**config.mk**
```make
export PLATFORM = sky130hd
export DESIGN_NAME = uart_tx
export DESIGN_NICKNAME = d
export VERILOG_FILES = /design/src/rtl/uart_pkg.sv /design/src/rtl/uart_baud_tick.sv /design/src/rtl/uart_tx.sv
export SDC_FILE = /design/constraint.sdc
export NUM_CORES = 1
export LEC_CHECK = 0
export ABC_AREA = 1
export CELL_PAD_IN_SITES_DETAIL_PLACEMENT = 1
export CELL_PAD_IN_SITES_GLOBAL_PLACEMENT = 2
export CORE_MARGIN = 3
export CORE_UTILIZATION = 36
export CTS_BUF_LIST = sky130_fd_sc_hd__clkbuf_4
export DETAILED_ROUTE_END_ITERATION = 16
export PLACE_DENSITY_LB_ADDON = 0.2
export SYNTH_ARGS = -nofsm -noshare
export SYNTH_HDL_FRONTEND = slang
export SYNTH_SLANG_ARGS = --single-unit
```
**constraint.sdc**
```tcl
create_clock -name clk -period 1.9 [get_ports clk]
set_clock_uncertainty 0.15 [all_clocks]
set_input_delay 0.475 -clock clk [delete_from_list [all_inputs] [get_ports clk]]
set_output_delay 0.475 -clock clk [all_outputs]
set_load 0.01 [all_outputs]
```
**src/rtl/uart_pkg.sv**
```systemverilog
// Shared UART definitions: FSM state encoding, frame constants and baud divisor helper.
package uart_pkg;

  localparam int unsigned UART_DATA_BITS = 8;
  localparam int unsigned UART_STOP_BITS = 1;

  typedef enum logic [2:0] {
    IDLE,
    START,
    DATA,
    PARITY,
    STOP
  } uart_state_e;

  // Integer-floor divisor shared with the receiver so both sides agree on bit timing.
  function automatic int unsigned clks_per_bit(input int unsigned clock_rate,
                                               input int unsigned baud_rate);
    return clock_rate / baud_rate;
  endfunction

endpackage

```
**src/rtl/uart_baud_tick.sv**
```systemverilog
// Bit-period counter: counts 0..CLKS_PER_BIT-1 and flags the last cycle of each bit.
module uart_baud_tick #(
  parameter int unsigned CLKS_PER_BIT = 16
) (
  input  logic clk,
  input  logic rst,
  input  logic clear,
  output logic bit_end
);

  localparam int unsigned CW = $clog2(CLKS_PER_BIT);

  logic [CW-1:0] count;

  always_ff @(posedge clk or posedge rst) begin
    if (rst) begin
      count <= '0;
    end else if (clear || bit_end) begin
      count <= '0;
    end else begin
      count <= count + CW'(1);
    end
  end

  assign bit_end = (count == CW'(CLKS_PER_BIT - 1));

endmodule

```
**src/rtl/uart_tx.sv**
```systemverilog
// 8N1 UART transmitter; defining UART_TX_PARITY_EN inserts an even-parity bit before stop.
// Port list is identical in both builds.
module uart_tx
  import uart_pkg::*;
#(
  parameter int unsigned CLOCK_RATE = 100000000,
  parameter int unsigned BAUD_RATE  = 9600
) (
  input  logic                      clk,
  input  logic                      rst,
  input  logic                      tx_en,
  input  logic                      tx_start,
  input  logic [UART_DATA_BITS-1:0] tx_data,
  output logic                      txd,
  output logic                      busy,
  output logic                      done
);

  localparam int unsigned CLKS_PER_BIT = clks_per_bit(CLOCK_RATE, BAUD_RATE);
  localparam int unsigned BCW          = $clog2(UART_DATA_BITS);

  if (CLKS_PER_BIT < 2) begin : g_cpb_check
    $error("uart_tx: CLOCK_RATE/BAUD_RATE must be at least 2");
  end

  uart_state_e               state;
  logic [UART_DATA_BITS-1:0] shift_reg;
  logic [BCW-1:0]            bit_cnt;
  logic                      accept;
  logic                      bit_end;

  assign accept = (state == IDLE) && tx_en && tx_start;

  uart_baud_tick #(
    .CLKS_PER_BIT(CLKS_PER_BIT)
  ) u_baud_tick (
    .clk    (clk),
    .rst    (rst),
    .clear  (accept),
    .bit_end(bit_end)
  );

`ifdef UART_TX_PARITY_EN
  logic parity_bit;

  // Parity is taken from the latched payload because the shifter destroys it.
  always_ff @(posedge clk or posedge rst) begin
    if (rst) begin
      parity_bit <= 1'b0;
    end else if (accept) begin
      parity_bit <= ^tx_data;
    end
  end
`endif

  always_ff @(posedge clk or posedge rst) begin
    if (rst) begin
      state     <= IDLE;
      txd       <= 1'b1;
      busy      <= 1'b0;
      done      <= 1'b0;
      shift_reg <= '0;
      bit_cnt   <= '0;
    end else begin
      done <= 1'b0;
      case (state)
        IDLE: begin
          if (accept) begin
            shift_reg <= tx_data;
            bit_cnt   <= '0;
            txd       <= 1'b0;
            busy      <= 1'b1;
            state     <= START;
          end else begin
            txd  <= 1'b1;
            busy <= 1'b0;
          end
        end
        START: begin
          if (bit_end) begin
            txd   <= shift_reg[0];
            state <= DATA;
          end
        end
        DATA: begin
          if (bit_end) begin
            shift_reg <= {1'b0, shift_reg[UART_DATA_BITS-1:1]};
            if (bit_cnt == BCW'(UART_DATA_BITS - 1)) begin
`ifdef UART_TX_PARITY_EN
              txd   <= parity_bit;
              state <= PARITY;
`else
              txd   <= 1'b1;
              state <= STOP;
`endif
            end else begin
              bit_cnt <= bit_cnt + BCW'(1);
              txd     <= shift_reg[1];
            end
          end
        end
`ifdef UART_TX_PARITY_EN
        PARITY: begin
          if (bit_end) begin
            txd   <= 1'b1;
            state <= STOP;
          end
        end
`endif
        STOP: begin
          if (bit_end) begin
            busy  <= 1'b0;
            done  <= 1'b1;
            state <= IDLE;
          end
        end
        default: begin
          txd   <= 1'b1;
          busy  <= 1'b0;
          state <= IDLE;
        end
      endcase
    end
  end

endmodule

```
## Word level (Yosys, flattened, before mapping)

Index checks and enable logic that the tools add are counted.

- Output and inout bits: 3
- Logic and storage cells: 57
- Input bits: 12
- Register bits: 31

- Eq/ne operators: 11
- Bitwise logic cells: 2
- Mux-type cells: 24
- Add/sub/neg operators: 2
- Reductions and logical operators: 11

Operator list:

| cell | number |
|---|---|
| 3-bit 2-to-1 mux | 8 |
| 8-bit 2-to-1 mux | 2 |
| 8-bit one-hot mux with 2 select lines | 1 |
| 14-bit by 1-bit adder with 14-bit output (second input constant) | 1 |
| 14-bit == test (second input constant) | 1 |
| 14-bit 2-to-1 mux | 1 |
| 3-bit one-hot mux with 4 select lines | 1 |
| 1-bit 2-to-1 mux | 8 |
| 2-bit by 1-bit != test with 1-bit output (second input constant) | 4 |
| 3-bit == test (second input constant) | 2 |
| 3-bit one-hot mux with 2 select lines | 1 |
| 3-bit AND reduction | 2 |
| 5-bit AND reduction | 1 |
| 2-bit != test (second input constant) | 2 |
| 1-bit one-hot mux with 4 select lines | 1 |
| 4-bit AND reduction | 1 |
| 3-bit by 1-bit adder with 3-bit output (second input constant) | 1 |
| 3-bit by 1-bit == test with 1-bit output (second input constant) | 1 |
| 3-bit by 2-bit == test with 1-bit output (second input constant) | 1 |
| 3-bit logical NOT | 1 |
| 1-bit one-hot mux with 3 select lines | 1 |
| 1-bit logical AND | 2 |
| 1-bit NOT | 2 |
| 2-bit AND reduction | 1 |
| 3 further kinds | 3 |

## Longest topological paths before layout

Gate-level depths: netlist of run 1.

- Word-level depth: 5
- Gate-level depth with buffers: 10
- Depth with buffers taken out: 9

## Hierarchy

A second synthesis of run 1 with hierarchy kept.

- Cells, all modules: 241
- Area, all modules: 1805.5 sq um

By module, submodules not included:

| module | cells an instance | times used | area an instance (sq um) |
|---|---|---|---|
| uart_tx | 130 | 1 | 996.0 |
| uart_baud_tick | 111 | 1 | 809.5 |

## Worst setup path before layout of run 1

No wires, ideal clock.

- Path type: reg-to-reg
- Start point: reg u_baud_tick.count[0]
- End point: reg shift_reg[6]
- Setup time: 119 ps
- Arrival time: 1356 ps
- Required time: 1631 ps
- Cell stages (with the launch flop): 10
- Slack: 275 ps
- Period minus slack after synthesis: 1625 ps
- Path through: dfrtp_1 > ha_1 > nand3_2 > nor2_2 > nand2_4 > nand2_4 > nand2_4 > buf_6 > nand2_1 > o21ai_2

- Longest elaborated chain between the ends: 3

RTL lines:

| element | line | RTL |
|---|---|---|
| from (decl) | uart_baud_tick.sv:13 | `logic [CW-1:0] count;` |
| from (signal assigned) | uart_baud_tick.sv:21 | `count <= count + CW'(1);` |
| 14-bit == test | uart_baud_tick.sv:25 | `assign bit_end = (count == CW'(CLKS_PER_BIT - 1));` |
| 2-bit by 1-bit != test with 1-bit output (no line) | - |  |
| 3-bit AND reduction (no line) | - |  |
| to (signal assigned) | uart_tx.sv:69 | `shift_reg <= tx_data;` |
| to (signal assigned) | uart_tx.sv:87 | `shift_reg <= {1'b0, shift_reg[UART_DATA_BITS-1:1]};` |
| to (decl) | uart_tx.sv:27 | `logic [UART_DATA_BITS-1:0] shift_reg;` |

Every way passes these cells.
A chain may end at the register's enable or synchronous reset.

## Worst setup path after layout of run 1

- Start point: reg done
- End point: out done

RTL lines:

| element | line | RTL |
|---|---|---|
| from (decl) | uart_tx.sv:16 | `output logic done` |
| from (signal assigned) | uart_tx.sv:61 | `done <= 1'b0;` |
| from (signal assigned) | uart_tx.sv:65 | `done <= 1'b0;` |
| from (signal assigned) | uart_tx.sv:113 | `done <= 1'b1;` |

No word-level cell between the ends.

==> results.json, run 1 <==
{
  "cts_num_sinks": 31,
  "antenna_found_initial": 0,
  "timing.setup.tns_ns": 0,
  "cp_top_family": "buffers and inverters",
  "seq_area_sq_um": 777,
  "io_buffers": 14,
  "synth_area_per_cell_sq_um": 8.37,
  "area_growth_pct": 17.2,
  "setup_viol": 0,
  "core_area_sq_um": 4410,
  "drt_pass1_iterations": 4,
  "path_cells": "clkdlybuf4s50_1",
  "dieHeight_microns": 74.0,
  "yosysSeqAreaShare_pct": 46.7,
  "setup_slack_ns": 0.0849,
  "final_cell_mix": "nand2_1 (49), dfrtp_1 (30), nor2_1 (20)",
  "cts_htree_levels": 2,
  "p_clk_share_pct": 15.3,
  "multi_input_area_sq_um": 788,
  "clock_path_buffers": 2,
  "grt_first_pass_wirelength_microns": 6470,
  "gr-usage-all-layers_pct": 15.5,
  "hold_viol": 0,
  "wl_microns": 3760,
  "largest_reg_flops": 14,
  "final_layout_size_suffix_gt1_share_pct": 13.1,
  "drv_cap": 0,
  "via_count": 1395,
  "crit_buf_inv": 1,
  "syn_area_sq_um": 1670,
  "holdBufCountCts": 0,
  "cpMaxStageDelayCell": "clkdlybuf4s50_1",
  "start_util_pct": 37.7,
  "status": "completed",
  "seqPwrFrac_pct": 44.1,
  "postCtsSetupBuffers": 0,
  "relSlewSlack_pct": 77.2,
  "routedWlPerCell_microns": 13.8,
  "fillers": 537,
  "tightest_slew_ns": 0.340,
  "internal_power_uw": 1390,
  "dieArea_sq_um": 5480,
  "arrival_ns": 1.19,
  "dp_cells": 266,
  "grt_setup_unrepaired": "false",
  "power_switching_uw": 947,
  "cts_tree": "done",
  "combPwrFrac_pct": 40.5,
  "via_per_inst": 5.11,
  "power.density_nw_per_um2": 1200,
  "path_class": "reg2out",
  "route.detailed.drc": 0,
  "gp_congestion": 0.781,
  "ios": 15,
  "grt_pass1_vias": 1440,
  "vdd_drop_max_v": 0.000696,
  "startpoint_type": "flop",
  "synth.area.top_cells": "dfrtp_1 (45%), nand2_1 (11%), nor2_1 (4.5%), mux2i_1 (4.2%), inv_1 (3.8%)",
  "synth_top_area_cell": "dfrtp_1",
  "chipWidth_microns": 74.0,
  "dp_hpwl_microns": 2920,
  "cp-end-kind": "primary output",
  "cp_data_required_time_ns": 1.27,
  "final_common_cell": "nand2_1",
  "min_period_ns": 1.82,
  "p_leak_uw": 0.000963,
  "antennaDiodeCount": 0,
  "finalMaxSlewViolations": 0,
  "grt.overflow.total": 0,
  "cts_buffers": 5,
  "ys_ff_latch": 31,
  "yosysUniqueCellTypes": 34,
  "clkTransAtPathRegs_ns": 0.10,
  "fmax_ghz": 0.551,
  "detail-route-antenna-nets": 0,
  "root_buffer": "clkbuf_4",
  "nets": 236,
  "grt_max_degree": 32,
  "synth_fp_nets": 214,
  "synthCells": 199,
  "fin_cells": 273,
  "rows": 24,
  "yosysTopAreaCellShare_pct": 45.1,
  "cpPeakStageDelay_ns": 0.53,
  "switching_share_pct": 40.6,
  "place_ws_ns": 0.0157,
  "drtIter0Drc": 42,
  "hold_path.class": "reg2reg",
  "clock_latency_ns": 0.33,
  "yosysWarnings": 0,
  "crit_fanout": 1,
  "fin_crit_sh_pct": 95.5
}
-- Yosys cell counts (all sizes together) --
master  number
nand2       53
dfrtp       30
nor2        23
inv         19
o21ai       15
nand3       10
nor3        10
a21oi        7
mux2i        7
buf          4
nand4        4
ha           3
or2          3
nor4         2
xor2         2
a211oi       1
dfstp        1
nand3b       1
o211ai       1
o21a         1
o21bai       1
xnor2        1
-- layer usage --
layer	vias up	track usage [%]	part of all wire (%)
met4	0	6.64	1.3
met1	683	19.4	46
met3	5	3.38	2.4
met2	14	25.9	50
met5	-	0	0
li1	693	-	-
-- power by group through the flow --
stage	registers (uW)	logic, uW	clock network, uW
2_1_floorplan	1010	739	0
5_1_grt	1060	1090	408
3_3_place_gp	1030	926	0
3_5_place_dp	1050	972	0
6_report	1030	946	358
4_1_cts	1030	971	380
-- worst min-delay path: cells and delay by family (launching register included) --
family,cells,cell delay (ns)
DFF,1,0.36
and+or+nand+nor,2,0.10
-- final timing paths --
path | slack, ns | endpoint | start | cells past startpoint
setup / recovery | 0.08 | done | done | 1
hold / removal | 0.33 | busy | busy | 2
setup reg to reg | 0.20 | bit_cnt[2] | bit_cnt[0] | 6
hold reg to reg | 0.33 | busy | busy | 2
max in group asynchronous | 1.02 | txd | rst | 3
min in group asynchronous | 0.34 | u_baud_tick.count[0] | rst | 3
-- what timing repair did --
item / in CTS / in global routing
gates resized for setup: 1 / 1
pin swaps: 0 / 0
setup endpoints to repair: 1 / 1
-- logic make-up (layout without fill, tap and decap cells) --
family / count (synthesis) / in the layout / synth area share (%)
AO/OA/AOI/OAI: 26 / 26 / 8.87
multiplexers: 7 / 7 / 4.21
XOR/XNOR: 3 / 3 / 1.58
adder cells (fa/ha/maj): 3 / 3 / 2.25
AND/OR/NAND/NOR: 106 / 106 / 30.4
buffers and inverters: 23 / 45 / 6.01
flip-flops: 31 / 31 / 46.7
-- metrics by stage --
step,area [sq um],power [uW],util [%],hold slack [ns]
global route,1950,2550,44.2,0.350
CTS,1950,2390,44.2,0.344
detailed placement,1900,2020,43.1,0.318
global placement,1900,1960,43.1,0.317
finish,1950,2330,44.2,0.331
floorplan,1670,1750,-,0.304
-- final cells by class --
class / instances / area share (%)
sequential: 31 / 39.8
tap: 52 / 3.33
clock inverter: 2 / 0.449
timing repair buffer: 19 / 10.4
clock buffer: 5 / 1.92
multi-input combinational: 145 / 40.4
inverter: 19 / 3.65
Note: power is estimated with default switching activity, not from simulation.
==> run 2: changes to the inputs <==
Settings changed: CTS_CLUSTER_DIAMETER set to 30, GPL_ROUTABILITY_DRIVEN set to 1, SLEW_MARGIN set to 10.
==> results of run 2 <==
Same layout as run 1: the final DEF is identical, and so are final timing and power.
==> run 3: changes to the inputs <==
Settings changed: SKIP_LAST_GASP set to 1.
==> results of run 3 <==
Same layout as run 1: the final DEF is identical, and so are final timing and power.
